`src/rtl/morse_pkg.sv`:
```
// Shared Morse symbol codes, ASCII constants, FSM states and the {len, pat} to ASCII lookup.
// The digit map is included only when MORSE_DIGITS_EN is defined.
package morse_pkg;

  localparam logic [2:0] SYM_WAIT  = 3'd0;
  localparam logic [2:0] SYM_DIT   = 3'd1;
  localparam logic [2:0] SYM_DAH   = 3'd2;
  localparam logic [2:0] SYM_GAP   = 3'd3;
  localparam logic [2:0] SYM_SPACE = 3'd4;

  localparam logic [7:0] ASCII_QMARK = 8'h3F;
  localparam logic [7:0] ASCII_SPACE = 8'h20;

  typedef enum logic {ST_COLLECT, ST_FLUSH_SPACE} state_t;

  // pat bit i holds element i (first element in bit 0), 1 = dah.
  function automatic logic [7:0] morse_lookup(input logic [2:0] len, input logic [5:0] pat);
    logic [7:0] ch;
    ch = ASCII_QMARK;
    case ({len, pat})
      {3'd1, 6'd0}:  ch = 8'h45; // E
      {3'd1, 6'd1}:  ch = 8'h54; // T
      {3'd2, 6'd2}:  ch = 8'h41; // A
      {3'd2, 6'd0}:  ch = 8'h49; // I
      {3'd2, 6'd3}:  ch = 8'h4D; // M
      {3'd2, 6'd1}:  ch = 8'h4E; // N
      {3'd3, 6'd1}:  ch = 8'h44; // D
      {3'd3, 6'd3}:  ch = 8'h47; // G
      {3'd3, 6'd5}:  ch = 8'h4B; // K
      {3'd3, 6'd7}:  ch = 8'h4F; // O
      {3'd3, 6'd2}:  ch = 8'h52; // R
      {3'd3, 6'd0}:  ch = 8'h53; // S
      {3'd3, 6'd4}:  ch = 8'h55; // U
      {3'd3, 6'd6}:  ch = 8'h57; // W
      {3'd4, 6'd1}:  ch = 8'h42; // B
      {3'd4, 6'd5}:  ch = 8'h43; // C
      {3'd4, 6'd4}:  ch = 8'h46; // F
      {3'd4, 6'd0}:  ch = 8'h48; // H
      {3'd4, 6'd14}: ch = 8'h4A; // J
      {3'd4, 6'd2}:  ch = 8'h4C; // L
      {3'd4, 6'd6}:  ch = 8'h50; // P
      {3'd4, 6'd11}: ch = 8'h51; // Q
      {3'd4, 6'd8}:  ch = 8'h56; // V
      {3'd4, 6'd9}:  ch = 8'h58; // X
      {3'd4, 6'd13}: ch = 8'h59; // Y
      {3'd4, 6'd3}:  ch = 8'h5A; // Z
`ifdef MORSE_DIGITS_EN
      {3'd5, 6'd31}: ch = 8'h30;
      {3'd5, 6'd30}: ch = 8'h31;
      {3'd5, 6'd28}: ch = 8'h32;
      {3'd5, 6'd24}: ch = 8'h33;
      {3'd5, 6'd16}: ch = 8'h34;
      {3'd5, 6'd0}:  ch = 8'h35;
      {3'd5, 6'd1}:  ch = 8'h36;
      {3'd5, 6'd3}:  ch = 8'h37;
      {3'd5, 6'd7}:  ch = 8'h38;
      {3'd5, 6'd15}: ch = 8'h39;
`endif
      default:       ch = ASCII_QMARK;
    endcase
    return ch;
  endfunction

endpackage

```
`src/rtl/morse_char_assembler_fifo.sv`:
```
// Synchronous 8-bit character FIFO; head is read straight from registered storage.
// A push while full only lands if a pop happens on the same edge.
module char_fifo #(
  parameter int FIFO_DEPTH = 4
) (
  input  logic       clk,
  input  logic       rst_n,
  input  logic       push,
  input  logic [7:0] din,
  input  logic       pop,
  output logic [7:0] dout,
  output logic       full,
  output logic       empty
);
  localparam int AW = $clog2(FIFO_DEPTH);
  localparam logic [AW:0] DEPTH_C = (AW+1)'(FIFO_DEPTH);

  logic [7:0]    mem [FIFO_DEPTH];
  logic [AW-1:0] wr_ptr, rd_ptr;
  logic [AW:0]   count;
  logic          do_push, do_pop;

  assign full    = (count == DEPTH_C);
  assign empty   = (count == '0);
  assign do_pop  = pop && !empty;
  assign do_push = push && (!full || do_pop);
  assign dout    = mem[rd_ptr];

  always_ff @(posedge clk or negedge rst_n) begin
    if (!rst_n) begin
      for (int i = 0; i < FIFO_DEPTH; i++) mem[i] <= 8'h00;
      wr_ptr <= '0;
      rd_ptr <= '0;
      count  <= '0;
    end else begin
      if (do_push) begin
        mem[wr_ptr] <= din;
        wr_ptr      <= wr_ptr + AW'(1);
      end
      if (do_pop) rd_ptr <= rd_ptr + AW'(1);
      count <= count + {{AW{1'b0}}, do_push} - {{AW{1'b0}}, do_pop};
    end
  end
endmodule

```
`src/rtl/morse_char_assembler.sv`:
```
// Assembles dit/dah/gap/space events into ASCII characters queued in an output FIFO.
// Digits 0-9 are decoded only when MORSE_DIGITS_EN is defined.
module morse_char_assembler
  import morse_pkg::*;
#(
  parameter int MAX_LEN    = 6,
  parameter int FIFO_DEPTH = 4
) (
  input  logic       clk,
  input  logic       rst_n,
  input  logic [2:0] sym,
  output logic [7:0] char_data,
  output logic       char_valid,
  input  logic       char_ready,
  output logic       overflow
);
  localparam logic [2:0] LEN_MAX = 3'(MAX_LEN);

  state_t             state, state_nx;
  logic [2:0]         sym_q, sym_prev;
  logic [MAX_LEN-1:0] pat, pat_nx;
  logic [2:0]         len, len_nx;
  logic               bad, bad_nx;
  logic [7:0]         last_push;
  logic               push, capture, evt, pop, full, empty;
  logic [7:0]         push_dat, cur_char;

  assign evt        = (sym_q != SYM_WAIT) && (sym_q != sym_prev);
  assign cur_char   = bad ? ASCII_QMARK : morse_lookup(len, 6'(pat));
  assign char_valid = !empty;
  assign pop        = char_valid && char_ready;

  always_comb begin
    state_nx = state;
    pat_nx   = pat;
    len_nx   = len;
    bad_nx   = bad;
    push     = 1'b0;
    push_dat = ASCII_SPACE;
    capture  = 1'b1;
    case (state)
      ST_FLUSH_SPACE: begin
        // Input sampling pauses so a symbol arriving now is not mistaken for a new edge.
        capture  = 1'b0;
        push     = 1'b1;
        state_nx = ST_COLLECT;
      end
      default: begin
        if (evt) begin
          case (sym_q)
            SYM_DIT, SYM_DAH: begin
              if (len == LEN_MAX) begin
                bad_nx = 1'b1;
              end else begin
                pat_nx[len] = (sym_q == SYM_DAH);
                len_nx      = len + 3'd1;
              end
            end
            SYM_GAP: begin
              push     = (len != 3'd0);
              push_dat = cur_char;
              pat_nx   = '0;
              len_nx   = 3'd0;
              bad_nx   = 1'b0;
            end
            SYM_SPACE: begin
              if (len != 3'd0) begin
                push     = 1'b1;
                push_dat = cur_char;
                pat_nx   = '0;
                len_nx   = 3'd0;
                bad_nx   = 1'b0;
                state_nx = ST_FLUSH_SPACE;
              end else begin
                push = (last_push != ASCII_SPACE);
              end
            end
            default: ;
          endcase
        end
      end
    endcase
  end

  always_ff @(posedge clk or negedge rst_n) begin
    if (!rst_n) begin
      state     <= ST_COLLECT;
      sym_q     <= SYM_WAIT;
      sym_prev  <= SYM_WAIT;
      pat       <= '0;
      len       <= 3'd0;
      bad       <= 1'b0;
      last_push <= ASCII_SPACE;
      overflow  <= 1'b0;
    end else begin
      state <= state_nx;
      pat   <= pat_nx;
      len   <= len_nx;
      bad   <= bad_nx;
      if (capture) begin
        sym_q    <= sym;
        sym_prev <= sym_q;
      end
      if (push) last_push <= push_dat;
      if (push && full && !pop) overflow <= 1'b1;
    end
  end

  char_fifo #(.FIFO_DEPTH(FIFO_DEPTH)) u_fifo (
    .clk   (clk),
    .rst_n (rst_n),
    .push  (push),
    .din   (push_dat),
    .pop   (pop),
    .dout  (char_data),
    .full  (full),
    .empty (empty)
  );
endmodule

```
`config.mk`:
```
export PLATFORM = sky130hd
export DESIGN_NAME = morse_char_assembler
export DESIGN_NICKNAME = d
export VERILOG_FILES = /design/src/rtl/morse_pkg.sv /design/src/rtl/morse_char_assembler_fifo.sv /design/src/rtl/morse_char_assembler.sv
export SDC_FILE = /design/constraint.sdc
export NUM_CORES = 1
export LEC_CHECK = 0
export BUFFER_PORTS_ARGS = -buffer_cell sky130_fd_sc_hd__buf_2
export CORE_MARGIN = 4
export CORE_UTILIZATION = 41
export DETAILED_ROUTE_END_ITERATION = 6
export GPL_ROUTABILITY_DRIVEN = 0
export PLACE_DENSITY = 0.59
export SLEW_MARGIN = 5
export SYNTH_ARGS = -nofsm -noshare
export SYNTH_HDL_FRONTEND = slang
export SYNTH_SLANG_ARGS = --single-unit
```
`constraint.sdc`:
```
create_clock -name clk -period 5.1 [get_ports clk]
set_clock_uncertainty 0.2 [all_clocks]
set_input_delay 0.51 -clock clk [delete_from_list [all_inputs] [get_ports clk]]
set_output_delay 0.51 -clock clk [all_outputs]
set_load 0.02 [all_outputs]
```
## Yosys cells after proc, flatten, opt, wreduce, memory -nomap -nowiden

Index checks and enable logic that the tools add are counted.

| storage, ports and cells | value |
|---|---|
| flip-flop bits (word level) | 65 |
| bits in latches | 0 |
| RAM bits | 0 |
| bits in read-only memories | 0 |
| word-level logic and storage cells | 116 |
| memories | 0 |

| cells by class | value |
|---|---|
| $add $sub $neg | 5 |
| $mul | 0 |
| divide/modulo/power cells | 0 |
| $lt $le $gt $ge | 5 |
| eq/ne operators | 37 |
| shifts and indexed selects | 0 |
| multiplexer cells | 32 |
| bitwise gates (word level) | 3 |
| reductions and logical operators | 19 |

Operators by type and width:

| operator | number |
|---|---|
| $pmux W7 S26 | 1 |
| $eq A9 B8 Y1 const B | 12 |
| $eq A9 B9 Y1 const B | 12 |
| $mux W8 | 7 |
| $bwmux W32 | 1 |
| $eq A9 B7 Y1 const B | 2 |
| $pmux W6 S3 | 1 |
| $bmux W8 S2 | 1 |
| $demux W8 S2 | 1 |
| $pmux W8 S2 | 1 |
| $mux W6 | 2 |
| $mux W1 | 10 |
| $reduce_and A5 Y1 | 2 |
| $eq A3 B3 Y1 const B | 3 |
| $pmux W3 S3 | 1 |
| $reduce_bool A3 Y1 | 3 |
| $logic_and A1 B1 Y1 | 8 |
| $ne A8 B6 Y1 const B | 1 |
| $bwmux W6 | 1 |
| $eq A3 B2 Y1 const B | 2 |
| $ge A3 B3 Y1 const B | 2 |
| $mux W3 | 2 |
| $ne A2 B2 Y1 const B | 3 |
| $not A2 Y3 | 2 |
| 17 further kinds | 20 |

## Depth between registers and ports, before layout

Gate-level depths: netlist (run 1).

| depth | value |
|---|---|
| word-level depth | 8 |
| depth in mapped cells | 11 |
| gate-level depth less buffers | 9 |

## Hierarchy

From an unflattened synthesis (run 1), not the netlist that was laid out.

| unflattened totals | value |
|---|---|
| cell total of the unflattened synthesis | 308 |
| area total of the unflattened synthesis | 3485.8 sq um |

Modules (own cells, without submodules):

| module | instances | cells each | area each (sq um) |
|---|---|---|---|
| char_fifo | 1 | 112 | 1788.0 |
| morse_char_assembler | 1 | 196 | 1697.9 |

## Worst setup path before layout (run 1)

OpenSTA, ideal clock, no wires.

| timing path | value |
|---|---|
| kind | register to register |
| start point | register len[0] |
| end point | register u_fifo.mem[16] (netlist name) |
| setup time | 0.121 ns |
| arrival time | 2.239 ns |
| data required time | 4.779 ns |
| slack | 2.540 ns |
| stages on the path, launching flop included | 9 |
| path buffers | 1 |
| period minus slack after synthesis | 2.560 ns |
| cell sequence | dfrtp_1 -> inv_1 -> ha_1 -> and4bb_1 -> buf_2 -> a31oi_1 -> and3_4 -> or4_4 -> a22o_1 |

| between the ends | value |
|---|---|
| word-level cells in the longest chain between the ends | 8 |
| elaborated cells on any way between the ends | 39 |

RTL lines:

| what | RTL line | RTL |
|---|---|---|
| start, declared | morse_char_assembler.sv:22 | `logic [2:0] len, len_nx;` |
| start signal, assigned | morse_char_assembler.sv:98 | `len <= len_nx;` |
| $eq A9 B9 Y1 (tied with other cells) | morse_pkg.sv:20 | `case ({len, pat})` |
| $pmux W7 S26 | morse_pkg.sv:20 |  |
| $mux W8 | morse_char_assembler.sv:29 | `assign cur_char = bad ? ASCII_QMARK : morse_lookup(len, 6'(pat));` |
| $mux W8 | morse_char_assembler.sv:67 | `if (len != 3'd0) begin` |
| $pmux W8 S2 | morse_char_assembler.sv:50 | `case (sym_q)` |
| $mux W8 | morse_char_assembler.sv:49 | `if (evt) begin` |
| $mux W8 | morse_char_assembler.sv:41 | `case (state)` |
| $bwmux W32 | morse_char_assembler_fifo.sv:37 | `mem[wr_ptr] <= din;` |
| end signal, assigned by index | morse_char_assembler_fifo.sv:37 |  |
| end, declared | morse_char_assembler_fifo.sv:18 | `logic [7:0] mem [FIFO_DEPTH];` |

Several ways; a longest one is shown, not always the timed one.
A chain may end at the register's enable or synchronous reset.

## Worst setup path in the final report (run 1)

| timing path | value |
|---|---|
| start point | register len[0] |
| end point | register last_push[0] |

| between the ends | value |
|---|---|
| word-level cells in the longest chain between the ends | 7 |
| elaborated cells on any way between the ends | 37 |

RTL lines:

| what | RTL line | RTL |
|---|---|---|
| $eq A9 B9 Y1 (tied with other cells) | morse_pkg.sv:20 |  |
| $pmux W7 S26 | morse_pkg.sv:20 |  |
| $mux W8 | morse_char_assembler.sv:29 |  |
| $mux W8 | morse_char_assembler.sv:67 |  |
| $pmux W8 S2 | morse_char_assembler.sv:50 |  |
| $mux W8 | morse_char_assembler.sv:49 |  |
| $mux W8 | morse_char_assembler.sv:41 |  |
| end signal, assigned | morse_char_assembler.sv:104 | `if (push) last_push <= push_dat;` |
| end, declared | morse_char_assembler.sv:24 | `logic [7:0] last_push;` |

Several ways; a longest one is shown, not always the timed one.

==> results.md, run 1 <==
* Outcome: finished clean
* Crit path capture: last_push[0]
* Ys flop type: dfrtp_1
* RSZ-0062 raised after global routing: false
* Worst-case clock buffer depth at 2
* Ant diodes at 0
* Clock power share at 21.4%
* Final Max Slew Viols at 0
* Post-synth cell types at 63
* CP startpoint: len[0]
* DIE WIDTH at 99.5 um
* Die area at 0.00989 mm^2
* Clock sink total at 60
* Vias/cell at 5.54
* Multi-input gate area at 0.00176 mm^2
* Post-synth top area cell: dfrtp_1
* Number of global-route vias before repair at 2,428
* Top-count cell post-synth: dfrtp_1
* Dpl hpwl at 4890 um
* Reg clk slew, reported paths at 0.07 ns
* Synth Register Bits at 60
* Worst vdd ir at 0.266 mV
* Fmax at 349 MHz
* Max FO, Critical Path at 9
* Via count at 2,439
* R2R Path End: last_push[0]
* Met2 Usage GRT at 22.5%
* Final #Nets at 347
* GR peak layer: met1
* Num rows at 33
* Post-route setup slack at 2.23 ns
* Crit path DAT at 2.90 ns
* Post-synth top area share at 43.0%
* 1st-pass router iterations at 4
* Final Setup Violations at 0
* CP required at 5.14 ns
* CTS Hold Bufs at 0
* Commonest cells post-synth: dfrtp_1, nand2_1, mux2_2, nor2_1, inv_1
* P_int at 1230 uW
* Postcts setup bufs at 0
* Register area at 0.00150 mm^2
* Sw frac at 39.1%
* Die Span Y at 99.5 um
* Actual slew at the worst max-slew pin at 1.08 ns
* Largest cells by area after synthesis: dfrtp_1, mux2_2, mux4_2
* First-pass GRT wire length at 12,400 um
* Seq pwr share at 39.7%
* Synthesis warning total at 0
* WL/cell at 16.1 um
* Final WL at 7070 um
* P per Cell Area at 542 mW/mm^2
* Fin. Hold Viols at 0
* Tmin final at 2.87 ns
* Clk Latency, worst-skew pair at 0.34 ns
* Initial antenna violation count at 0
* Met1 track demand over resource at 23.1%
* Worst r2r path cells at 7
* Post-synthesis instance area at 0.00343 mm^2
* Final period utilization at 56.2%
* CTS root buffer: clkbuf_8
* Combinational Power Share at 39.0%
* R2R setup slack at 2.23 ns
* Synth Net Count at 343
* Reg-to-reg critical path startpoint: len[0]
* Initial Util at 41.9%
* Layout area overhead at 8.97%
* First DRT Iteration DRCs at 136
* Finished Cell Area at 0.00374 mm^2
* PostCTS Resize Cnt at 0
* Worst setup SP type: flip-flop
* Pre-CTS WS at 2.27 ns
* All-Layer GR Usage at 15.8%
* HP Class: in2async
* Filler instances at 773
* CTS tree: done
* Leak pwr at 0.00166 uW
* Cells after Synth at 326
* # DRC at 0
* Met3 Usage GRT at 3.65%
* H-tree depth at 3
* Crit end category: flip-flop
* Mapped Avg Cell Area at 10.5 um^2
* Rel. slew slack at 27.8%
* Switch Pwr at 793 uW
* Layout cells sized above 1 at 21.5%
* EDFF count, synth at 0
* Gr ovfl total at 0
* MaxCap Viol Count at 0
* Sequential fraction of the synthesis area at 43.8%
* # IOs at 16
* Routed Antenna Nets at 0
* CP Class: reg2reg
* Synth async-reset ratio at 100%
* Core Area at 0.00818 mm^2
* # port buffers at 14
* Inserted Clock Buffers at 9
* Placed cell area at 0.00354 mm^2
* Setup TNS at 0 ns
* Largest net degree at the start of global routing at 61
-- logic make-up (layout without fill, tap and decap cells) --
logic type,Yosys count,after routing,synth area share [%]
flops,60,60,43.8
compound gates,69,69,14.4
buf+inv,38,47,4.78
fa+ha+maj,11,11,4.23
other cells,1,1,0.109
simple gates,101,101,16.3
mux,35,35,13.5
xor+xnor,11,11,2.81
-- power by group through the flow --
stage / clock network (uW) / logic [uW] / registers, uW
3_5_place_dp: 0 / 791 / 813
4_1_cts: 447 / 797 / 804
3_3_place_gp: 0 / 781 / 809
2_1_floorplan: 0 / 692 / 717
5_1_grt: 470 / 890 / 830
6_report: 433 / 790 / 805
-- cells in the final DEF (no fill, tap or decap), drive strengths merged, types with 8 or more instances in the layout --
| cell | Yosys | routed |
|---|---|---|
| nand3 | 13 | 13 |
| clkbuf | 7 | 9 |
| a21oi | 8 | 8 |
| nor2 | 17 | 17 |
| nand2 | 33 | 33 |
| ha | 10 | 10 |
| inv | 15 | 17 |
| buf | 16 | 16 |
| xnor2 | 8 | 8 |
| dfrtp | 59 | 59 |
| a31oi | 8 | 8 |
| mux2 | 21 | 21 |
| o21ai | 12 | 12 |
-- worst min path at each step --
| stage | start | endpoint | slack (ns) | cells after the start |
|---|---|---|---|---|
| after global placement | u_fifo.mem[2] | u_fifo.mem[2] | 0.26 | 2 |
| final | rst_n | u_fifo.mem[20] | 0.11 | 2 |
| after global routing | rst_n | u_fifo.mem[20] | 0.17 | 2 |
| after floorplan | rst_n | bad | 0.01 | 0 |
| after CTS | rst_n | u_fifo.mem[29] | 0.14 | 2 |
| after detailed placement | overflow | overflow | 0.26 | 1 |
-- stage by stage --
step / power [uW] / util (%) / std cells / hold WS (ns)
final: 2030 / 45.7 / 440 / 0.106
after global placement: 1590 / 43.3 / 424 / 0.258
after global routing: 2190 / 45.7 / 440 / 0.173
after floorplan: 1410 / - / 326 / 0.0144
after detailed placement: 1600 / 43.3 / 424 / 0.261
after CTS: 2050 / 45.7 / 440 / 0.138
-- sequential cells by signal, indices dropped and copies added (netlist names) --
| signal | flops |
|---|---|
| bad | 1 |
| last_push | 7 |
| len | 3 |
| overflow | 1 |
| pat | 6 |
| state | 1 |
| sym_prev | 3 |
| sym_q | 3 |
| u_fifo.count | 3 |
| u_fifo.mem | 28 |
| u_fifo.rd_ptr | 2 |
| u_fifo.wr_ptr | 2 |
-- layout make-up --
cell class / instances / share of cell area (%)
multi-input cells: 228 / 47.2
clock inverters: 7 / 2.01
well taps: 105 / 3.52
repair buffers: 16 / 2.28
flip-flops and latches: 60 / 40.2
clock buffers: 9 / 3.31
inverters: 15 / 1.51
-- layer usage --
metal / vias up / share of wire [%]
met3: 8 / 2.9
met1: 1206 / 50
li1: 1194 / -
met4: 0 / 1.5
met5: - / 0
met2: 31 / 45
-- worst max-delay path: stages (launching register included) --
cell      delay [ns]
dfrtp_1         0.43
inv_1           0.17
ha_1            0.29
and4bb_1        0.42
a31oi_1         0.23
and3_4          0.27
or4_4           0.54
a22o_1          0.22
No activity file was read; power rests on OpenSTA's default activity.
==> run 2: changes to the inputs <==
--- a/config.mk
+++ b/config.mk
@@ -10,7 +10,7 @@
 export CORE_UTILIZATION = 41
 export DETAILED_ROUTE_END_ITERATION = 6
 export GPL_ROUTABILITY_DRIVEN = 0
-export PLACE_DENSITY = 0.59
+export PLACE_DENSITY = 0.61
 export SLEW_MARGIN = 5
 export SYNTH_ARGS = -nofsm -noshare
 export SYNTH_HDL_FRONTEND = slang
==> constraint.sdc (replaced) <==
create_clock -name clk -period 2.5 [get_ports clk]
set_clock_uncertainty 0.2 [all_clocks]
set_input_delay 0.25 -clock clk [delete_from_list [all_inputs] [get_ports clk]]
set_output_delay 0.25 -clock clk [all_outputs]
set_load 0.02 [all_outputs]
==> run 2 against run 1 <==
Net effect:
- via count rose by 6.9%
- critical path depth rose by 1
- hold slack got worse by 0.027 ns
- sequential power rose by 99%
- power rose by 130%
- fmax rose by 17%
- combinational power rose to 2.7 times the previous value
- critical endpoint is now u_fifo.mem[24]
- largest power group is now combinational cells
==> results.md, run 2 (same netlist as run 1, synthesis figures left out) <==
* Most frequent cells in the layout: dfrtp_1, buf_4, nand2_1
* Clock sink total at 60 (unchanged)
* Routed Antenna Nets at 0 (unchanged)
* Worst r2r path cells at 8 (+1)
* Tmin final at 2.44 ns (-0.424 ns)
* Most common cell after layout, fill and taps aside: dfrtp_1
* # DRC at 0 (unchanged)
* First DRT Iteration DRCs at 136 (unchanged)
* Largest net degree at the start of global routing at 61 (unchanged)
* First-pass GRT wire length at 13,000 um (+4.4%)
* Max reg flops at 28 (unchanged)
* Inserted Clock Buffers at 9 (unchanged)
* Dpl hpwl at 5440 um (+11%)
* Placed Instances at 462 (+9.0%)
* Outcome: finished clean
* Layout area overhead at 21.9%
* MaxCap Viol Count at 0 (unchanged)
* Final Max Slew Viols at 0 (unchanged)
* RSZ-0062 raised after global routing: true
* Top layer in use: met4
* R2R setup slack at 0.06 ns (-2.18 ns)
* CTS tree: done
* Number of global-route vias before repair at 2,661 (+9.6%)
* Crit path DAT at 2.47 ns (-0.43 ns)
* Worst vdd ir at 0.493 mV (+85%)
* Worst Hold End: u_fifo.rd_ptr[0]
* P per Cell Area at 1100 mW/mm^2 (+100%)
* Fin util at 51.1% (+5.4 points)
* WL met2 at 3600 um (+12%)
* Final #Nets at 392 (+13%)
* Rel. slew slack at 32.3% (+4.5 points)
* Fin. Hold Viols at 0 (unchanged)
* Die Span Y at 99.5 um (unchanged)
* Num rows at 33 (unchanged)
* DIE WIDTH at 99.5 um (unchanged)
* # IOs at 16 (unchanged)
* Clk Latency, worst-skew pair at 0.34 ns (about the same)
* Initial Util at 41.9% (unchanged)
* CP required at 2.53 ns (-2.61 ns)
* R2R Path End: u_fifo.mem[24]
* Layout cells sized above 1 at 33.9% (+12 points)
* Initial antenna violation count at 0 (unchanged)
* Reg clk slew, reported paths at 0.07 ns (about the same)
* Worst setup SP type: flip-flop
* CP Class: reg2reg
* Ant diodes at 0 (unchanged)
* # port buffers at 14 (unchanged)
* Reg-to-reg critical path startpoint: len[0]
* Fmax at 410 MHz (+17%)
* CTS root buffer: clkbuf_8
* Final WL at 7460 um (+5.5%)
* Vias/cell at 5.38 (-3.0%)
* Actual slew at the worst max-slew pin at 1.01 ns (-0.0666 ns)
* Core Area at 0.00818 mm^2 (unchanged)
* Leak pwr at 0.00189 uW (+14%)
* Final Setup Violations at 0 (unchanged)
* HP Class: in2reg
* M1 wire length at 3520 um (-0.79%)
* 1st-pass router iterations at 4 (unchanged)
* Max FO, Critical Path at 5 (-4)
* H-tree depth at 3 (unchanged)
* Die area at 0.00989 mm^2 (unchanged)
* Worst-case clock buffer depth at 2 (unchanged)
* Final Non-Filler Cells at 485 (+10%)
* WL/cell at 15.4 um (-4.3%)
* Final period utilization at 97.7% (+41 points)
* Hold Path Cell Cnt at 3
* Gr ovfl total at 0 (unchanged)
* Design Power at 4590 uW (+130%)
* Via count at 2,608 (+6.9%)
* Largest regs: u_fifo.mem: 28 flops, last_push: 7 flops, pat: 6 flops
* All-Layer GR Usage at 16.5% (+0.79 points)
* Worst Hold Launch: char_ready
* Metal3 WL at 198 um (-2.5%)
* Crit end category: flip-flop
* Filler instances at 750 (-3.0%)
* Top reg by flops: u_fifo.mem
[run 2: cell count changes in the layout (fill, tap and decap cells not counted), moves of 2 or more]
cell	before	now
dlygate4sd3_1	0	4
inv_2	0	3
ha_4	0	2
inv_1	15	12
ha_1	10	7
buf_4	2	43
[run 2: worst max path at each step]
stage	to	slack, ns	from
floorplan	u_fifo.count[1]	0.007	sym_q[1]
global placement	u_fifo.mem[0]	0.03	len[0]
detailed placement	last_push[0]	-0.04	len[0]
CTS	u_fifo.mem[24]	0.003	len[0]
global route	u_fifo.mem[16]	-0.02	len[0]
finish	u_fifo.mem[24]	0.06	len[0]
[run 2: cell type report]
class	count	area [um^2]	share of cell area (%)
Tap cell	105	131	3.14
Clock buffer	9	124	2.96
Multi-Input combinational cell	228	1860	44.4
Sequential cell	60	1500	35.9
Timing Repair Buffer	61	433	10.4
Clock inverter	7	75.1	1.80
Inverter	15	56.3	1.35
[run 2: worst max-delay path, cell delays in order (launching register included)]
cell and delay, ns:
dfrtp_1 0.43, inv_2 0.14, ha_4 0.18, nand4bb_4 0.13, a211o_1 0.25, o21a_1 0.12, and3_4 0.18, or4_4 0.52
a22o_1 0.20
[run 2: report_power, final]
part	switching, uW	total [uW]	internal, uW
sequential	321	1600	1280
clock	417	884	467
combinational	1020	2100	1090
[run 2: repair_timing]
action | CTS | global route
gates resized for setup | 6 | 12
hold endpoints to repair | 62 | 0
hold buffers | 4 | 0
pin swaps | 2 | 11
setup endpoints to repair | 10 | 15
buffers inserted | 0 | 3
[run 2: metal layers]
layer  track usage (%)  vias to the layer above
li1                  -                     1278
met1              23.0                     1276
met2              24.6                       41
met3              4.07                       13
met4              7.14                        0
met5                 0                        -
[run 2: metrics by stage]
stage	cell area, um^2	worst slack (ns)	hold WS, ns	setup TNS, ns
2_1_floorplan	3440	0.00711	-0.246	0
3_3_place_gp	3830	0.0280	0.255	0
3_5_place_dp	3830	-0.0404	0.253	-0.172
4_1_cts	4110	0.00276	0.0670	0
5_1_grt	4180	-0.0166	0.0965	-0.0504
6_report	4180	0.0581	0.0791	0
==> run 3: changes to the inputs <==
--- a/config.mk
+++ b/config.mk
@@ -6,11 +6,13 @@
 export NUM_CORES = 1
 export LEC_CHECK = 0
 export BUFFER_PORTS_ARGS = -buffer_cell sky130_fd_sc_hd__buf_2
+export CELL_PAD_IN_SITES_DETAIL_PLACEMENT = 1
+export CELL_PAD_IN_SITES_GLOBAL_PLACEMENT = 2
 export CORE_MARGIN = 4
-export CORE_UTILIZATION = 41
+export CORE_UTILIZATION = 37
 export DETAILED_ROUTE_END_ITERATION = 6
 export GPL_ROUTABILITY_DRIVEN = 0
-export PLACE_DENSITY = 0.61
+export PLACE_DENSITY = 0.78
 export SLEW_MARGIN = 5
 export SYNTH_ARGS = -nofsm -noshare
 export SYNTH_HDL_FRONTEND = slang
==> run 3 against run 2 <==
Net effect:
- clock power grew 22%
- sequential share of layout area decreased by 0.89 points
- largest power group unchanged
- critical path depth unchanged
- design area rose by 2.8%
- core utilization is 2.6 points lower
- worst setup slack got worse by 0.039 ns
- sequential power about the same
- critical path type unchanged
==> results.md, run 3 (same netlist as run 1, synthesis figures left out) <==
* Outcome: finished clean
* Routed Antenna Nets at 0 (unchanged)
* Met2 Usage GRT at 28.6% (+4.0 points)
* Tmin final at 2.48 ns (+0.0389 ns)
* Max FO, Critical Path at 5 (unchanged)
* H-tree depth at 3 (unchanged)
* Met1 track demand over resource at 24.0% (+1.0 points)
* Top reg by flops: u_fifo.mem
* CTS root buffer: clkbuf_8
* CP required at 2.54 ns (about the same)
* CTS tree: done
* Crit path capture: last_push[0]
* Clk Latency, worst-skew pair at 0.35 ns (about the same)
* Crit path DAT at 2.52 ns (+0.05 ns)
* Die area at 0.0109 mm^2 (+9.9%)
* Initial antenna violation count at 0 (unchanged)
* Leak pwr at 0.00195 uW (+3.1%)
* Worst vdd ir at 0.572 mV (+16%)
* HP Class: in2reg
* # DRC at 0 (unchanged)
* P per Cell Area at 1150 mW/mm^2 (+4.4%)
* First DRT Iteration DRCs at 94 (-31%)
* Cell Chain, Critical Path: inv_4 > ha_4 > nand4bb_4 > nor4b_4 > a31oi_1 > and3_4 > or4_4 > a22o_1
* Most common cell after layout, fill and taps aside: dfrtp_1
* Largest regs: u_fifo.mem: 28 flops, last_push: 7 flops, pat: 6 flops
* Reg-to-reg critical path startpoint: len[0]
* RSZ-0062 raised after global routing: true
* Final Max Slew Viols at 0 (unchanged)
* Layout area overhead at 25.3%
* Max reg flops at 28 (unchanged)
* Inserted Clock Buffers at 9 (unchanged)
* Crit end category: flip-flop
* Clock sink total at 60 (unchanged)
* GR peak layer: met2
* Setup TNS at 0 ns (unchanged)
* Worst setup SP type: flip-flop
* Number of global-route vias before repair at 2,951 (+11%)
* Worst-case clock buffer depth at 2 (unchanged)
* Fin. Hold Viols at 0 (unchanged)
* Fin Hold WS at 0.0767 ns (-0.00239 ns)
* Slowest stage delay, CP at 0.53 ns (about the same)
* Initial Util at 38.8% (-3.2 points)
* Most frequent cells in the layout: dfrtp_1, buf_4, nand2_1
* Rel. slew slack at 34.2% (+1.9 points)
* Ant diodes at 0 (unchanged)
* Actual slew at the worst max-slew pin at 0.985 ns (-0.0278 ns)
* Final period utilization at 99.2% (+1.6 points)
* First-pass GRT wire length at 15,400 um (+18%)
* DIE WIDTH at 104 um (+4.8%)
* Reg clk slew, reported paths at 0.08 ns (about the same)
* 1st-pass router iterations at 4 (unchanged)
* R2R Path End: last_push[0]
* Final Setup Violations at 0 (unchanged)
* # port buffers at 14 (unchanged)
* MaxCap Viol Count at 0 (unchanged)
* Gr ovfl total at 0 (unchanged)
* Core Area at 0.00885 mm^2 (+8.2%)
* Placed Instances at 466 (+0.87%)
* All-Layer GR Usage at 17.6% (+1.0 points)
* Die Span Y at 104 um (+4.8%)
* Crit-path slowest cell: or4_4
* WL/cell at 18.6 um (+21%)
* R2R setup slack at 0.02 ns (-0.04 ns)
* Layout cells sized above 1 at 36.4% (+2.5 points)
* # IOs at 16 (unchanged)
* Worst r2r path cells at 8 (unchanged)
* Largest net degree at the start of global routing at 34 (-44%)
* Fmax at 403 MHz (-1.6%)
* Num rows at 34 (+3.0%)
* CP Class: reg2reg
* Final WL at 9190 um (+23%)
* Dpl hpwl at 6510 um (+20%)
* Final #Nets at 399 (+1.8%)
* CP startpoint: len[0]
* Vias/cell at 5.60 (+4.1%)
* Via count at 2,772 (+6.3%)
* Met3 Usage GRT at 3.17% (-0.90 points)
* Final Non-Filler Cells at 495 (+2.1%)
==> run 3: cell types whose count changed in the layout (fill, tap and decap cells not counted), moves of 3 or more <==
cell / before / now
dfrtp_2: 0 / 3
buf_4: 43 / 49
dfrtp_1: 59 / 56
and3_2: 0 / 3
and3_1: 4 / 1
==> run 3: area by class of cell <==
cell class | count | area [um^2]
clock buffer | 10 | 128
clock inverter | 6 | 113
fill | 992 | 4550
inverter | 15 | 58.8
multi-input combinational | 228 | 1860
sequential | 60 | 1510
tap | 108 | 135
timing repair buffer | 68 | 498
==> run 3: worst min-delay path by stage <==
stage	end	cells past startpoint	startpoint	slack, ns
detailed placement	sym_prev[2]	1	rst_n	0.12
CTS	u_fifo.rd_ptr[0]	3	char_ready	0.07
global placement	sym_prev[2]	1	rst_n	0.11
finish	u_fifo.rd_ptr[0]	3	char_ready	0.08
global route	u_fifo.rd_ptr[0]	3	char_ready	0.09
floorplan	bad	0	rst_n	-0.25
==> run 3: per-stage QoR <==
stage	utilization, %	power, uW	instance area (um^2)	setup slack [ns]
floorplan	-	2890	3440	0.00711
global placement	43.6	3560	3850	-0.00862
detailed placement	43.6	3640	3850	-0.103
CTS	47.8	4880	4230	0.00553
global route	48.6	5270	4300	-0.0886
finish	48.6	4930	4300	0.0192
==> run 3: where the power goes <==
part / leakage [uW] / internal (uW) / switching, uW
clock network: 0.000120 / 664 / 412
registers: 0.000764 / 1290 / 349
logic: 0.00106 / 1120 / 1090
==> run 3: repair_timing <==
action / 4_1_cts / 5_1_grt
setup buffers: 5 / 4
endpoints found under the setup margin: 16 / 25
hold endpoints to repair: 30 / 0
hold buffers: 4 / 0
resized for setup: 9 / 15
pin swaps: 5 / 5
==> run 3: routing by layer <==
| layer | vias up | wire [um] | share of wire [%] |
|---|---|---|---|
| met4 | 0 | 104 | 1.1 |
| met3 | 9 | 226 | 2.5 |
| met1 | 1428 | 4390 | 48 |
| met2 | 41 | 4470 | 49 |
| li1 | 1294 | - | - |
| met5 | - | 0 | 0 |
==> run 3: worst max-delay path: cells and delay by family, from the launching register on <==
| kind | cells | cell delay (ns) |
|---|---|---|
| DFF | 1 | 0.45 |
| and+or+nand+nor | 4 | 1.14 |
| buffers and inverters | 1 | 0.10 |
| AOI/OAI and AO/OA | 2 | 0.32 |
| adders and majority gates | 1 | 0.16 |
